## src/rtl/framebuffer_fill_engine_if.sv

```systemverilog
// Command handshake plus Avalon-MM write bus for the framebuffer fill engine.
// master: the engine (accepts commands, initiates writes); slave: command source and responder.
interface framebuffer_fill_engine_if #(
  parameter int unsigned AVN_AW = 19,
  parameter int unsigned AVN_DW = 16,
  parameter int unsigned XW     = 10,
  parameter int unsigned YW     = 9
);
  logic                  cmd_valid;
  logic                  cmd_ready;
  logic [XW-1:0]         cmd_x0;
  logic [XW-1:0]         cmd_x1;
  logic [YW-1:0]         cmd_y0;
  logic [YW-1:0]         cmd_y1;
  logic [AVN_DW-1:0]     cmd_color;

  logic                  avn_write;
  logic                  avn_read;
  logic [AVN_AW-1:0]     avn_address;
  logic [AVN_DW-1:0]     avn_writedata;
  logic [AVN_DW/8-1:0]   avn_byteenable;
  logic                  avn_waitrequest;

  modport master (
    input  cmd_valid, cmd_x0, cmd_x1, cmd_y0, cmd_y1, cmd_color,
    output cmd_ready,
    output avn_write, avn_read, avn_address, avn_writedata, avn_byteenable,
    input  avn_waitrequest
  );

  modport slave (
    output cmd_valid, cmd_x0, cmd_x1, cmd_y0, cmd_y1, cmd_color,
    input  cmd_ready,
    input  avn_write, avn_read, avn_address, avn_writedata, avn_byteenable,
    output avn_waitrequest
  );
endinterface

```

## src/rtl/framebuffer_fill_engine.sv

```systemverilog
// Rectangle fill engine: one command at a time, row-major single-word Avalon writes.
// Optional FILL_CLIP_EN clamps the rectangle to the visible H_RES x V_RES area at accept.
module framebuffer_fill_engine #(
  parameter int unsigned AVN_AW = 19,
  parameter int unsigned AVN_DW = 16,
  parameter int unsigned H_RES  = 640,
  parameter int unsigned V_RES  = 480,
  parameter int unsigned XW     = 10,
  parameter int unsigned YW     = 9
) (
  input  logic                     sys_clk,
  input  logic                     sys_rst,
  framebuffer_fill_engine_if.master bus,
  output logic                     busy,
  output logic                     done
);

  typedef enum logic [1:0] {StIdle, StLoad, StWrite, StDone} state_e;

  localparam logic [AVN_AW-1:0] Pitch = AVN_AW'(H_RES);

  state_e state_q, state_d;

  logic [XW-1:0]     x0_q, x1_q, x_q;
  logic [YW-1:0]     y0_q, y1_q, y_q;
  logic [AVN_DW-1:0] color_q;
  logic [AVN_AW-1:0] row_base_q, addr_q;

  logic [XW-1:0]     x1_eff;
  logic [YW-1:0]     y1_eff;
  logic              cmd_empty;
  logic              accept, wr_accept, x_last, y_last;
  logic [AVN_AW-1:0] load_base, next_base;

  always_comb begin
`ifdef FILL_CLIP_EN
    localparam logic [XW-1:0] XMax = XW'(H_RES - 1);
    localparam logic [YW-1:0] YMax = YW'(V_RES - 1);
    localparam logic [XW:0]   XLim = (XW+1)'(H_RES);
    localparam logic [YW:0]   YLim = (YW+1)'(V_RES);
    x1_eff    = (bus.cmd_x1 > XMax) ? XMax : bus.cmd_x1;
    y1_eff    = (bus.cmd_y1 > YMax) ? YMax : bus.cmd_y1;
    cmd_empty = ({1'b0, bus.cmd_x0} >= XLim) || ({1'b0, bus.cmd_y0} >= YLim) ||
                (bus.cmd_x0 > x1_eff) || (bus.cmd_y0 > y1_eff);
`else
    x1_eff    = bus.cmd_x1;
    y1_eff    = bus.cmd_y1;
    cmd_empty = (bus.cmd_x0 > bus.cmd_x1) || (bus.cmd_y0 > bus.cmd_y1);
`endif
  end

  assign accept    = (state_q == StIdle) && bus.cmd_valid;
  assign wr_accept = (state_q == StWrite) && !bus.avn_waitrequest;
  assign x_last    = (x_q == x1_q);
  assign y_last    = (y_q == y1_q);
  assign load_base = AVN_AW'(y0_q) * Pitch;
  assign next_base = row_base_q + Pitch;

  // State register
  always_ff @(posedge sys_clk) begin
    if (sys_rst) begin
      state_q <= StIdle;
    end else begin
      state_q <= state_d;
    end
  end

  // Next-state logic
  always_comb begin
    state_d = state_q;
    unique case (state_q)
      StIdle:  if (bus.cmd_valid) state_d = cmd_empty ? StDone : StLoad;
      StLoad:  state_d = StWrite;
      StWrite: if (wr_accept && x_last && y_last) state_d = StDone;
      StDone:  state_d = StIdle;
      default: state_d = StIdle;
    endcase
  end

  // Outputs
  always_comb begin
    bus.cmd_ready      = (state_q == StIdle);
    busy               = (state_q != StIdle);
    done               = (state_q == StDone);
    bus.avn_write      = (state_q == StWrite);
    bus.avn_read       = 1'b0;
    bus.avn_address    = addr_q;
    bus.avn_writedata  = color_q;
    bus.avn_byteenable = '1;
  end

  // Command latch and address walker; address only advances on an accepted write
  always_ff @(posedge sys_clk) begin
    if (sys_rst) begin
      x0_q       <= '0;
      x1_q       <= '0;
      y0_q       <= '0;
      y1_q       <= '0;
      x_q        <= '0;
      y_q        <= '0;
      color_q    <= '0;
      row_base_q <= '0;
      addr_q     <= '0;
    end else begin
      if (accept) begin
        x0_q    <= bus.cmd_x0;
        x1_q    <= x1_eff;
        y0_q    <= bus.cmd_y0;
        y1_q    <= y1_eff;
        color_q <= bus.cmd_color;
      end
      if (state_q == StLoad) begin
        row_base_q <= load_base;
        addr_q     <= load_base + AVN_AW'(x0_q);
        x_q        <= x0_q;
        y_q        <= y0_q;
      end
      if (wr_accept) begin
        if (!x_last) begin
          x_q    <= x_q + 1'b1;
          addr_q <= addr_q + 1'b1;
        end else if (!y_last) begin
          y_q        <= y_q + 1'b1;
          x_q        <= x0_q;
          row_base_q <= next_base;
          addr_q     <= next_base + AVN_AW'(x0_q);
        end
      end
    end
  end

endmodule

```

## src/flat_wrapper.sv

```systemverilog
// flat-port wrapper written by rule: the top's interface ports become plain ports
module framebuffer_fill_engine_flat 
#(
  parameter int unsigned AVN_AW = 19,
  parameter int unsigned AVN_DW = 16,
  parameter int unsigned H_RES  = 640,
  parameter int unsigned V_RES  = 480,
  parameter int unsigned XW     = 10,
  parameter int unsigned YW     = 9
)
  (sys_clk, sys_rst, busy, done, bus_cmd_valid, bus_cmd_x0, bus_cmd_x1, bus_cmd_y0, bus_cmd_y1, bus_cmd_color, bus_cmd_ready, bus_avn_write, bus_avn_read, bus_avn_address, bus_avn_writedata, bus_avn_byteenable, bus_avn_waitrequest);
  framebuffer_fill_engine_if #(.AVN_AW(AVN_AW), .AVN_DW(AVN_DW), .XW(XW), .YW(YW)) bus_i ();
  input  logic sys_clk;
  input  logic sys_rst;
  output logic busy;
  output logic done;
  input wire logic [$bits(bus_i.cmd_valid)-1:0] bus_cmd_valid;
  input wire logic [$bits(bus_i.cmd_x0)-1:0] bus_cmd_x0;
  input wire logic [$bits(bus_i.cmd_x1)-1:0] bus_cmd_x1;
  input wire logic [$bits(bus_i.cmd_y0)-1:0] bus_cmd_y0;
  input wire logic [$bits(bus_i.cmd_y1)-1:0] bus_cmd_y1;
  input wire logic [$bits(bus_i.cmd_color)-1:0] bus_cmd_color;
  output wire logic [$bits(bus_i.cmd_ready)-1:0] bus_cmd_ready;
  output wire logic [$bits(bus_i.avn_write)-1:0] bus_avn_write;
  output wire logic [$bits(bus_i.avn_read)-1:0] bus_avn_read;
  output wire logic [$bits(bus_i.avn_address)-1:0] bus_avn_address;
  output wire logic [$bits(bus_i.avn_writedata)-1:0] bus_avn_writedata;
  output wire logic [$bits(bus_i.avn_byteenable)-1:0] bus_avn_byteenable;
  input wire logic [$bits(bus_i.avn_waitrequest)-1:0] bus_avn_waitrequest;
  assign bus_i.cmd_valid = bus_cmd_valid;
  assign bus_i.cmd_x0 = bus_cmd_x0;
  assign bus_i.cmd_x1 = bus_cmd_x1;
  assign bus_i.cmd_y0 = bus_cmd_y0;
  assign bus_i.cmd_y1 = bus_cmd_y1;
  assign bus_i.cmd_color = bus_cmd_color;
  assign bus_cmd_ready = bus_i.cmd_ready;
  assign bus_avn_write = bus_i.avn_write;
  assign bus_avn_read = bus_i.avn_read;
  assign bus_avn_address = bus_i.avn_address;
  assign bus_avn_writedata = bus_i.avn_writedata;
  assign bus_avn_byteenable = bus_i.avn_byteenable;
  assign bus_i.avn_waitrequest = bus_avn_waitrequest;
  framebuffer_fill_engine #(.AVN_AW(AVN_AW), .AVN_DW(AVN_DW), .H_RES(H_RES), .V_RES(V_RES), .XW(XW), .YW(YW)) u_core (.sys_clk(sys_clk), .sys_rst(sys_rst), .bus(bus_i), .busy(busy), .done(done));
endmodule
```

## config.mk

```make
export PLATFORM = sky130hd
export DESIGN_NAME = framebuffer_fill_engine_flat
export DESIGN_NICKNAME = d
export VERILOG_FILES = /design/src/rtl/framebuffer_fill_engine_if.sv /design/src/rtl/framebuffer_fill_engine.sv /design/src/flat_wrapper.sv
export SDC_FILE = /design/constraint.sdc
export NUM_CORES = 1
export LEC_CHECK = 0
export CAP_MARGIN = 25
export CORE_ASPECT_RATIO = 0.7
export CORE_MARGIN = 2
export CORE_UTILIZATION = 40
export DETAILED_ROUTE_END_ITERATION = 6
export PLACE_DENSITY = 0.6
export SETUP_SLACK_MARGIN = 0.15
export SLEW_MARGIN = 20
export SYNTH_ARGS = -nofsm -noshare
export SYNTH_HDL_FRONTEND = slang
export SYNTH_SLANG_ARGS = --single-unit
```

## constraint.sdc

```tcl
create_clock -name sys_clk -period 3.9 [get_ports sys_clk]
set_clock_uncertainty 0.2 [all_clocks]
set_input_delay 0.585 -clock sys_clk [delete_from_list [all_inputs] [get_ports sys_clk]]
set_output_delay 0.585 -clock sys_clk [all_outputs]
set_load 0.005 [all_outputs]
```

==> summary.txt <==
Clock tree
  • Buffer depth of the longest clock path: 2
  • Num CTS Buffers: 17
  • CTS Hold Bufs: 0
  • Worst-Skew Late Latency: 0.42 ns
  • Clk slew on worst S/H paths: around 0.060 ns
  • Clock Sinks: 113
  • H-tree depth: 4
  • Post-CTS setup buffer count: 0
  • Root buf cell: clkbuf_16
  • CTS tree: yes

Floorplan
  • Die Ht: 118.3 um
  • Horiz. Die Dim: approximately 170 um
  • Top-Level Pins: 100
  • Row count: 41
  • Core ar.: 18160 sq um
  • Die ar.: approximately 20000 sq um
  • Starting Density: between 40 and 50%

Routing
  • Via density: 5.489
  • 1st-iter DRT viols: 508
  • # DRC: 2
  • Post-Route WL: roughly 22000 um
  • WL per Instance: roughly 17 um
  • DR pass1 iterations: 6
  • DR vias: 7015
  • Number of routed nets with antenna violations: 0

Placed design
  • Pre-CTS setup slack: 0.4016 ns
  • Post-detail-place hpwl: 15750 um
  • IO buf count: 96
  • Routability cong.: 0.8542

Global routing
  • Grt total ovfl: 0
  • Vias in the first global route: 6676
  • Pin count of the biggest net entering global routing: 55
  • All-Layer GR Usage: 22.57%
  • First-pass GRT wire length: 35740 um
  • Initial antenna violation count: 0

Pwr
  • Leak: 0.003523 uW
  • VDD IR-drop max: 0.2944 mV
  • Pwr/cell area: 599.6 nW/um^2

Run status
  • Failing checks: DRC
  • Status: finished with violations

Synthesis
  • Syn avg cell area: 7.829 sq um
  • Post-synth EDFFs: 0
  • Mapped Cells: 954
  • Yosys warnings: 0
  • Mapped Area: 7468 sq um
  • Post-synthesis register bit count: roughly 110
  • Sequential share of the synthesized area: 30.29%
  • Ys flop type: dfxtp_1
  • Asr flop ratio synth: 0%
  • Yosys cell types: between 70 and 80

Finish
  • Area growth syn-to-layout: 23.20%
  • FILL cells: 1824
  • Register area: 2262 sq um
  • Layout Nets: 1144
  • Footprint of the multi-input gates: between 4000 and 5000 sq um
  • Ant diodes: 0
  • Share of layout cells above drive strength 1: about 6.8%
  • Final cell utilization of the core: 50.67%

Hold path
  • Hold WC Path Type: flip-flop to flip-flop

Timing
  • Final setup violation count: 0
  • Final WS setup: 0.4476 ns
  • Upper clock frequency limit: 289.7 MHz
  • Worst slew pin tran: 0.8767 ns
  • RSZ-0062 raised after global routing: false
  • Final min period: 3.452 ns
  • Slew Viols, Final: 0
  • Final Hold Fails: 0
  • Rel. slew slack: 41.49%
  • Crit share post-route: 88.52%
  • Fin Setup TNS: 0 ns

Worst setup path
  • Slowest cell on crit path: fa_1
  • Crit Path Max Fanout: 4
  • WS Path Type: flip-flop to flip-flop
  • Critical Path, Cell by Cell: ha_1 -> ha_1 -> fa_1 -> a211o_1 -> a211o_1 -> a221oi_4 -> nand4_1 -> xnor2_1 -> a2111oi_2 -> a31o_1
  • CP required: ~4.1 ns
  • Critical Path Sink Type: flip-flop
  • Slowest stage delay, CP: 0.42 ns
  • Crit path arrival time: approximately 3.6 ns
  • CP Launch Type: flip-flop

Flow run
  • Max cap viols: 0
[logic make-up after synthesis]
group / after synthesis / share of synthesized area [%]
adders and majority gates: 57 / 9.851
DFF: 113 / 30.29
other: 2 / 0.1006
muxes: 16 / 2.161
xor gates and xnor gates: 69 / 8.192
AOI/OAI and AO/OA: 255 / 22.16
buffers and inverters: 98 / 5.746
and+or+nand+nor: 344 / 21.49
[placed cells by master (no fill, tap or decap), types with 31 or more instances in the layout]
| master | n |
|---|---|
| nand2_1 | 151 |
| dfxtp_1 | 113 |
| a21oi_1 | 111 |
| clkdlybuf4s50_1 | 95 |
| nor2_1 | 62 |
| ha_1 | 53 |
| xnor2_1 | 46 |
| inv_1 | 44 |
| nand3_1 | 31 |
| o21ai_0 | 31 |
[worst paths after layout]
path	start	endpoint	slack [ns]	cells past startpoint
hold / removal	u_core.bus.avn_writedata[0]	u_core.bus.avn_writedata[0]	0.25	2
setup / recovery	u_core.y0_q[3]	u_core.bus.avn_address[17]	0.45	10
hold reg to reg	u_core.bus.avn_writedata[0]	u_core.bus.avn_writedata[0]	0.25	2
setup reg to reg	u_core.y0_q[3]	u_core.bus.avn_address[17]	0.45	10
[layer usage]
metal / global-route usage, % / up-vias / routed length (um) / share of wire (%)
li1: - / 3535 / - / -
met1: 34.82 / 3207 / 11510 / 52
met2: 30.81 / 248 / 8623 / 39
met3: 5.291 / 25 / 1678 / 7.6
met4: 5.870 / 0 / 255 / 1.2
met5: 0 / - / 0 / 0
[registers in the layout, indices dropped and copies added, names as in the netlist]
register and cells:
u_core.bus.avn_address 19, u_core.bus.avn_writedata 16, u_core.y1_q 9, u_core.x1_q 10
u_core.y0_q 9, u_core.state_q 2, u_core.y_q 9, u_core.x_q 10
u_core.row_base_q 19, u_core.x0_q 10
[what timing repair did]
action                                  CTS  global route
resized for setup                         0             2
endpoints found under the setup margin    0             1
endpoints found under the hold margin     0             0
[worst max-delay path, delay by kind of cell, from the launching register on]
family | cells | cell delay [ns]
adders and majority gates | 3 | 0.91
and+or+nand+nor | 1 | 0.16
DFF | 1 | 0.40
AOI/OAI and AO/OA | 5 | 1.54
xor gates and xnor gates | 1 | 0.19
[where the power goes]
part,internal [uW],switching [uW],leakage (uW)
Clock,1040,593,0.000293
Combinational,934,1290,0.00231
Sequential,1380,281,0.000922
[layout make-up]
cell class | instances | share of cell area [%]
flip-flops and latches | 113 | 24.59
clock inverters | 12 | 1.713
clock buffers | 20 | 4.963
inverters | 44 | 1.795
repair buffers | 109 | 11.61
multi-input cells | 744 | 52.12
well taps | 236 | 3.209
[synthesized netlist by cell type (all sizes together) (10+ instances only)]
| library cell | instances | share of area [%] |
|---|---|---|
| a21oi | 111 | 7.4 |
| dfxtp | 113 | 30 |
| nand3 | 31 | 2.1 |
| and2 | 10 | 0.84 |
| a211oi | 15 | 1.5 |
| xor2 | 22 | 2.6 |
| a21o | 10 | 1.0 |
| inv | 44 | 2.2 |
| mux2i | 15 | 2.0 |
| o21ai | 34 | 2.3 |
| buf | 18 | 1.7 |
| ha | 54 | 9.0 |
| a221oi | 12 | 1.7 |
| nand4 | 10 | 0.92 |
| o21a | 10 | 1.0 |
| xnor2 | 47 | 5.6 |
| and3 | 13 | 1.1 |
| nand2 | 152 | 7.6 |
| nor2 | 64 | 3.3 |
| clkbuf | 36 | 1.8 |
| nor3 | 27 | 2.2 |
[per-stage QoR]
step,instances,total power (uW),cell area (sq um),hold slack (ns)
final,1278,5517,9201,0.2521
after global routing,1278,5859,9201,0.2765
after global placement,1245,3842,8561,0.2413
after CTS,1277,5493,9175,0.2545
after floorplan,955,3112,7472,0.2367
after detailed placement,1245,3853,8561,0.2476
Note: power is estimated with default switching activity, not from simulation.
